$ cat config.mk
export PLATFORM = sky130hd
export DESIGN_NAME = switchbox_config_loader_flat
export DESIGN_NICKNAME = d
export VERILOG_FILES = /design/src/rtl/switchbox_config_loader_pkg.sv /design/src/rtl/switchbox_config_loader_if.sv /design/src/rtl/switchbox_config_loader_word_counter.sv /design/src/rtl/switchbox_config_loader.sv /design/src/flat_wrapper.sv
export SDC_FILE = /design/constraint.sdc
export NUM_CORES = 2
export LEC_CHECK = 0
export ABC_CLOCK_PERIOD_IN_PS = 2200
export CAP_MARGIN = 20
export CORE_ASPECT_RATIO = 2
export CORE_MARGIN = 4
export CORE_UTILIZATION = 40
export DETAILED_ROUTE_END_ITERATION = 7
export PLACE_DENSITY = 0.72
export SLEW_MARGIN = 20
export SYNTH_ARGS = -nofsm -noshare
export SYNTH_HDL_FRONTEND = slang
export SYNTH_SLANG_ARGS = --single-unit
$ cat constraint.sdc
create_clock -name clock -period 2.2 [get_ports clock]
set_input_delay 0.66 -clock clock [delete_from_list [all_inputs] [get_ports clock]]
set_output_delay 0.66 -clock clock [all_outputs]
set_load 0.02 [all_outputs]
$ cat src/rtl/switchbox_config_loader_pkg.sv
`default_nettype none
// ============================================================================
// Module      : switchbox_config_pkg
// Description : Shared types, defaults and helpers for the switch box
//               configuration loader. The readback state exists only when
//               SWITCHBOX_CONFIG_LOADER_READBACK_EN is defined.
// Revision    : 1.0 - initial release
// ============================================================================
package switchbox_config_pkg;

    localparam int DEF_CONFIG_WIDTH = 384;
    localparam int DEF_WORD_WIDTH   = 32;

    // Loader state encoding
    typedef logic [1:0] state_t;
    localparam state_t S_IDLE     = 2'd0;
    localparam state_t S_LOAD     = 2'd1;
    localparam state_t S_CHECK    = 2'd2;
`ifdef SWITCHBOX_CONFIG_LOADER_READBACK_EN
    localparam state_t S_READBACK = 2'd3;
`endif

    // Data words per frame: enough words to cover every config bit
    function automatic int calc_num_words(input int config_width, input int word_width);
        return (config_width + word_width - 1) / word_width;
    endfunction

endpackage
`default_nettype wire

$ cat src/rtl/switchbox_config_loader_if.sv
`default_nettype none
// ============================================================================
// Module      : switchbox_config_loader_if
// Description : Configuration stream from the tile distributor to a loader:
//               frame start pulse plus a valid/ready word channel.
// Revision    : 1.0 - initial release
// ============================================================================
interface switchbox_config_loader_if
    import switchbox_config_pkg::*;
#(
    parameter int WORD_WIDTH = DEF_WORD_WIDTH
);
    logic                  load_start;
    logic [WORD_WIDTH-1:0] data_in;
    logic                  data_valid;
    logic                  data_ready;

    modport master (output load_start, output data_in, output data_valid, input  data_ready);
    modport slave  (input  load_start, input  data_in, input  data_valid, output data_ready);
endinterface
`default_nettype wire

$ cat src/rtl/switchbox_config_loader_word_counter.sv
`default_nettype none
// ============================================================================
// Module      : config_word_counter
// Description : Loadable, clearable up-counter with terminal-count flag.
//               Clear has priority over load, load over increment.
// Revision    : 1.0 - initial release
// ============================================================================
module config_word_counter #(
    parameter int WIDTH    = 4,
    parameter int TERMINAL = 12
) (
    input  wire              clock,
    input  wire              reset,
    input  wire              clear,
    input  wire              load,
    input  wire  [WIDTH-1:0] load_value,
    input  wire              inc,
    output logic [WIDTH-1:0] count,
    output logic             tc
);
    logic [WIDTH-1:0] r_count;

    // Counter register with clear/load/increment priority
    always_ff @(posedge clock) begin
        if (reset || clear) begin
            r_count <= '0;
        end else if (load) begin
            r_count <= load_value;
        end else if (inc) begin
            r_count <= r_count + 1'b1;
        end
    end

    assign count = r_count;
    assign tc    = (r_count == WIDTH'(TERMINAL));
endmodule
`default_nettype wire

$ cat src/rtl/switchbox_config_loader.sv
`default_nettype none
// ============================================================================
// Module      : switchbox_config_loader
// Description : Assembles a switch box configuration frame from a word
//               stream into a shadow register, verifies the trailing XOR
//               checksum word and commits the frame atomically to config_out.
//               Optional readback streams config_out back out when
//               SWITCHBOX_CONFIG_LOADER_READBACK_EN is defined.
// Revision    : 1.0 - initial release
// ============================================================================
module switchbox_config_loader
    import switchbox_config_pkg::*;
#(
    parameter int CONFIG_WIDTH = DEF_CONFIG_WIDTH,
    parameter int WORD_WIDTH   = DEF_WORD_WIDTH
) (
    input  wire                     clock,
    input  wire                     reset,
    switchbox_config_loader_if.slave cfg_if,
    output logic [CONFIG_WIDTH-1:0] config_out,
    output logic                    busy,
    output logic                    done,
    output logic                    error
`ifdef SWITCHBOX_CONFIG_LOADER_READBACK_EN
    ,
    input  wire                     rb_start,
    output logic [WORD_WIDTH-1:0]   rb_data,
    output logic                    rb_valid,
    input  wire                     rb_ready
`endif
);
    localparam int NUM_WORDS = calc_num_words(CONFIG_WIDTH, WORD_WIDTH);
    localparam int CNT_W     = $clog2(NUM_WORDS + 1);

    state_t                  r_state;
    logic [CONFIG_WIDTH-1:0] r_shadow;
    logic [CONFIG_WIDTH-1:0] r_config;
    logic [WORD_WIDTH-1:0]   r_csum;
    logic [WORD_WIDTH-1:0]   r_csum_word;
    logic                    r_done;
    logic                    r_error;

    logic [CNT_W-1:0]        w_count;
    logic                    w_tc;
    logic                    w_start_load;
    logic                    w_word_acc;
    logic                    w_rb_begin;
    logic                    w_rb_acc;

    // load_start is honoured only in IDLE and LOAD; it wins over a same-cycle word
    assign w_start_load = cfg_if.load_start && ((r_state == S_IDLE) || (r_state == S_LOAD));
    assign w_word_acc   = (r_state == S_LOAD) && !cfg_if.load_start && cfg_if.data_valid;

`ifdef SWITCHBOX_CONFIG_LOADER_READBACK_EN
    localparam int PAD_W = NUM_WORDS * WORD_WIDTH;
    logic [PAD_W-1:0] w_cfg_pad;
    logic [CNT_W-1:0] w_rb_idx;

    assign w_rb_begin = rb_start && (r_state == S_IDLE) && !cfg_if.load_start;
    assign rb_valid   = (r_state == S_READBACK) && !w_tc;
    assign w_rb_acc   = rb_valid && rb_ready;
    // Zero-extension makes unused bits of the last word read back as 0
    assign w_cfg_pad  = PAD_W'(r_config);
    assign w_rb_idx   = w_tc ? '0 : w_count;
    assign rb_data    = w_cfg_pad[w_rb_idx*WORD_WIDTH +: WORD_WIDTH];
`else
    assign w_rb_begin = 1'b0;
    assign w_rb_acc   = 1'b0;
`endif

    // Shared word index: data words during LOAD, output words during readback
    config_word_counter #(
        .WIDTH    (CNT_W),
        .TERMINAL (NUM_WORDS)
    ) u_word_counter (
        .clock      (clock),
        .reset      (reset),
        .clear      (w_start_load || w_rb_begin),
        .load       (1'b0),
        .load_value ('0),
        .inc        ((w_word_acc && !w_tc) || w_rb_acc),
        .count      (w_count),
        .tc         (w_tc)
    );

    // Control FSM, checksum accumulation and atomic commit
    always_ff @(posedge clock) begin
        if (reset) begin
            r_state     <= S_IDLE;
            r_config    <= '0;
            r_csum      <= '0;
            r_csum_word <= '0;
            r_done      <= 1'b0;
            r_error     <= 1'b0;
        end else begin
            r_done <= 1'b0;
            case (r_state)
                S_IDLE: begin
                    if (w_start_load) begin
                        r_state <= S_LOAD;
                        r_csum  <= '0;
                        r_error <= 1'b0;
`ifdef SWITCHBOX_CONFIG_LOADER_READBACK_EN
                    end else if (w_rb_begin) begin
                        r_state <= S_READBACK;
`endif
                    end
                end
                S_LOAD: begin
                    if (w_start_load) begin
                        r_csum  <= '0;
                        r_error <= 1'b0;
                    end else if (w_word_acc) begin
                        if (w_tc) begin
                            r_csum_word <= cfg_if.data_in;
                            r_state     <= S_CHECK;
                        end else begin
                            r_csum <= r_csum ^ cfg_if.data_in;
                        end
                    end
                end
                S_CHECK: begin
                    if (r_csum == r_csum_word) begin
                        r_config <= r_shadow;
                        r_done   <= 1'b1;
                    end else begin
                        r_error  <= 1'b1;
                    end
                    r_state <= S_IDLE;
                end
`ifdef SWITCHBOX_CONFIG_LOADER_READBACK_EN
                S_READBACK: begin
                    if (w_tc) begin
                        r_state <= S_IDLE;
                    end
                end
`endif
                default: r_state <= S_IDLE;
            endcase
        end
    end

    // Shadow assembly: word k lands at bits [k*WORD_WIDTH +: WORD_WIDTH];
    // bits of a partial last word beyond CONFIG_WIDTH are simply not stored
    always_ff @(posedge clock) begin
        if (reset) begin
            r_shadow <= '0;
        end else if (w_word_acc && !w_tc) begin
            for (int b = 0; b < CONFIG_WIDTH; b++) begin
                if ((b / WORD_WIDTH) == int'(w_count)) begin
                    r_shadow[b] <= cfg_if.data_in[b % WORD_WIDTH];
                end
            end
        end
    end

    assign cfg_if.data_ready = (r_state == S_LOAD);
    assign config_out        = r_config;
    assign done              = r_done;
    assign error             = r_error;
`ifdef SWITCHBOX_CONFIG_LOADER_READBACK_EN
    assign busy = (r_state == S_LOAD) || (r_state == S_CHECK) || (r_state == S_READBACK);
`else
    assign busy = (r_state == S_LOAD) || (r_state == S_CHECK);
`endif
endmodule
`default_nettype wire

$ cat src/flat_wrapper.sv
// flat-port wrapper written by rule: the top's interface ports become plain ports
module switchbox_config_loader_flat import switchbox_config_pkg::*;
#(
    parameter int CONFIG_WIDTH = DEF_CONFIG_WIDTH,
    parameter int WORD_WIDTH   = DEF_WORD_WIDTH
)
  (clock, reset, config_out, busy, done, error, cfg_if_load_start, cfg_if_data_in, cfg_if_data_valid, cfg_if_data_ready);
  switchbox_config_loader_if #(.WORD_WIDTH(WORD_WIDTH)) cfg_if_i ();
  input  wire clock;
  input  wire reset;
  output logic [CONFIG_WIDTH-1:0] config_out;
  output logic busy;
  output logic done;
  output logic error;
  input wire logic [$bits(cfg_if_i.load_start)-1:0] cfg_if_load_start;
  input wire logic [$bits(cfg_if_i.data_in)-1:0] cfg_if_data_in;
  input wire logic [$bits(cfg_if_i.data_valid)-1:0] cfg_if_data_valid;
  output wire logic [$bits(cfg_if_i.data_ready)-1:0] cfg_if_data_ready;
  assign cfg_if_i.load_start = cfg_if_load_start;
  assign cfg_if_i.data_in = cfg_if_data_in;
  assign cfg_if_i.data_valid = cfg_if_data_valid;
  assign cfg_if_data_ready = cfg_if_i.data_ready;
  switchbox_config_loader #(.CONFIG_WIDTH(CONFIG_WIDTH), .WORD_WIDTH(WORD_WIDTH)) u_core (.clock(clock), .reset(reset), .cfg_if(cfg_if_i), .config_out(config_out), .busy(busy), .done(done), .error(error));
endmodule
==> results_dict.tcl <==
set metrics [dict create \
    status "finished, violations left" \
    violations "setup timing" \
    cp_slowest_cell "or4_1" \
    drc_errors 0 \
    synth_top_family_by_area "simple AND/OR/NAND/NOR gates" \
    cts-root-buf "clkbuf_16" \
    wirelength_mm 106.9 \
    cp_cell_sequence "xor2_1, or4_1, or4_4, nor3_4, buf_6, buf_4, buf_6, buf_4, mux2i_1" \
    hpwl_mm 70.82 \
    cts_tree "built" \
    tightest_slew_ns 0.5050 \
    diodes 0 \
    syn_avg_cell_area_um2 8.497 \
    ys_ff_latch 840 \
    crit_arrival_ns 3.16 \
    ios 424 \
    synth.largest_area_cell "dfxtp_1" \
    grt_pass1_vias 26000 \
    cp_max_fo 6 \
    clockBufferDepth 3 \
    max_slew_margin_pct 66.33 \
    antenna_found_initial 2 \
    area_growth_pct 31.16 \
    wl_met3_mm 6.370 \
    num_rows 146 \
    clkTransAtPathRegs_ns 0.07 \
    vias 26880 \
    post_dp_cell_area_mm2 0.03826 \
    die_y_um 408.7 \
    synth-edff-count 0 \
    synth_xor_area_share_pct 1.854 \
    rsz0062_at_grt "true" \
    final_cell_area_mm2 0.04213 \
    ir_worst_vdd_mv 0.6958 \
    ys_types 39 \
    via_per_inst 5.070 \
    hold_viol 0 \
    critPathKind "register to register" \
    setup_slack_ns -0.3726 \
    core_mm2 0.07946 \
    critical_path.max_stage_delay_ns 0.52 \
    n_fill_cell 7001 \
    yosys_warnings 0 \
    synthArstFlopShare_pct 0 \
    critical_path_required_ns 2.79 \
    seq_area_mm2 0.01682 \
    wl_per_cell_um 20.16 \
    hold_class "primary input to register" \
    yosysSeqAreaShare_pct 52.36 \
    dr.pass1.iters 8 \
    dr_wl_met2_mm 51.45 \
    layout.nets 4249 \
    final-setup-viol-count 385 \
    postCtsHoldBufs 0 \
    highest_layer "met5" \
    startpoint_type "register" \
    synthCells 3780 \
    fp.dieW_um 208.4 \
    wirelength_met1_mm 42.60 \
    synthSimpleGateAreaFrac_pct 21.18 \
    grt_start_max_net_pins 96 \
    drive_gt1_share_pct 9.590 \
    start_util_pct 40.42 \
    synth-compound-area-share_pct 6.669 \
    ant_nets 0 \
    multi_input_area_mm2 0.01355 \
    maxCapViolCount 0 \
    cts_num_sinks 840 \
    synth_common_cells "1610 x nand2_1, 840 x dfxtp_1, 418 x a21oi_1, 384 x mux2i_1, 265 x clkbuf_1" \
    grt_overflow 0 \
    htreeDepth 3 \
    gr-usage-all-layers_pct 23.66 \
    p_leak_uw 0.02060 \
    cts_buffers 74 \
    yosysMostFrequentCell "nand2_1" \
    synthFlopType "dfxtp_1" \
    syn-cell-area_mm2 0.03212 \
    muxShareOfSynthArea_pct 11.97 \
    netlist_top_cells_area "dfxtp_1 52%, nand2_1 19%, mux2i_1 12%, a21oi_1 6.5%, clkbuf_1 3.1%" \
    clkLatencyLatePin_ns 0.68 \
    synthAdderAreaFrac_pct 0.3116 \
    fin_crit_ns 2.573 \
    max_clock_freq_mhz 388.7 \
    synth_top_area_share_pct 52.36 \
    port_buffers 423 \
    first_iter_violations 1782 \
    cp-end-kind "register" \
    total_power_uw 31070 \
    die_area_mm2 0.08517 \
    grt_pass1_wl_mm 157.1 \
    period_share_pct 116.9 \
    powerDensity_mw_per_mm2 737.5 \
    syn_nets 3824 \
    skew_ns 0.03260 \
    finalMaxSlewViolations 0 \
    place.gp.congestion 0.8942 \
]
## cell type report
type                       count  share of cell area [%]
tap                         1036                   3.077
clock inverter                35                   1.221
timing repair buffer         658                   18.44
multi-input combinational   2625                   32.17
sequential                   840                   39.93
clock buffer                 101                   5.094
inverter                       6                 0.07128
## per-stage QoR
stage / hold slack (ns) / utilization [%] / setup TNS (ns) / cells / worst slack [ns]
floorplan: 0.4366 / - / -8.305 / 3780 / -0.02618
global placement: 0.4417 / 48.14 / -185.79 / 5152 / -0.4253
detailed placement: 0.4457 / 48.14 / -207.67 / 5152 / -0.4833
CTS: 0.2455 / 51.51 / -154.84 / 5288 / -0.3611
global route: 0.2677 / 53.01 / -147.88 / 5301 / -0.4688
finish: 0.2678 / 53.01 / -115.38 / 5301 / -0.3726
## power breakdown
part	internal [uW]	switching, uW	leakage, uW
clock network	8200	6040	0.00131
logic	478	1050	0.0125
registers	15300	46.3	0.00677
total	23900	7130	0.0206
## critical path, delay by kind of cell (launching register included)
kind / cells / cell delay, ns
mux: 1 / 0.17
simple gates: 3 / 1.17
flops: 1 / 0.34
xor+xnor: 1 / 0.16
buf+inv: 4 / 0.64
## final timing paths
path                         from                      to  slack [ns]  depth (start not counted)
max             u_core.r_csum[17]  u_core.config_out[228]       -0.37                          9
min            cfg_if_data_in[10]     u_core.r_shadow[10]        0.27                          3
max reg2reg     u_core.r_csum[17]  u_core.config_out[228]       -0.37                          9
min reg2reg  u_core.r_shadow[323]  u_core.config_out[323]        0.44                          2
## timing repair
action	CTS	global route
cloned	0	4
setup endpoints to repair	811	877
resized for setup	15	405
buffers inserted	0	9
hold endpoints to repair	0	0
## state kept, by name, summed over array words and instances (netlist names)
signal                       cells
u_core.config_out              384
u_core.r_shadow                384
u_core.r_csum                   32
u_core.r_csum_word              32
u_core.u_word_counter.count      4
u_core.r_state                   2
u_core.done                      1
u_core.error                     1
## placed cells by master (no fill, tap or decap), types with 15 or more instances in the layout
cell,n
clkbuf_16,79
dfxtp_1,835
nor3b_1,36
clkbuf_8,15
xnor2_1,62
buf_12,62
nand2_1,1610
mux2i_1,384
buf_4,160
nor2_1,41
a21oi_1,418
buf_2,22
dlymetal6s2s_1,386
## cell families (layout without fill, tap and decap cells)
kind of cell / after synthesis / count (layout)
mux: 384 / 384
simple gates: 1740 / 1740
xor+xnor: 68 / 68
fa+ha+maj: 8 / 8
compound gates: 425 / 425
buf+inv: 315 / 800
flops: 840 / 840
## routing by layer
layer / vias to the layer above / global-route usage (%)
met5: - / 0
met4: 2 / 13.32
met3: 247 / 3.929
met2: 988 / 39.54
met1: 12700 / 28.85
li1: 12950 / -
No activity file was read; power rests on OpenSTA's default activity.
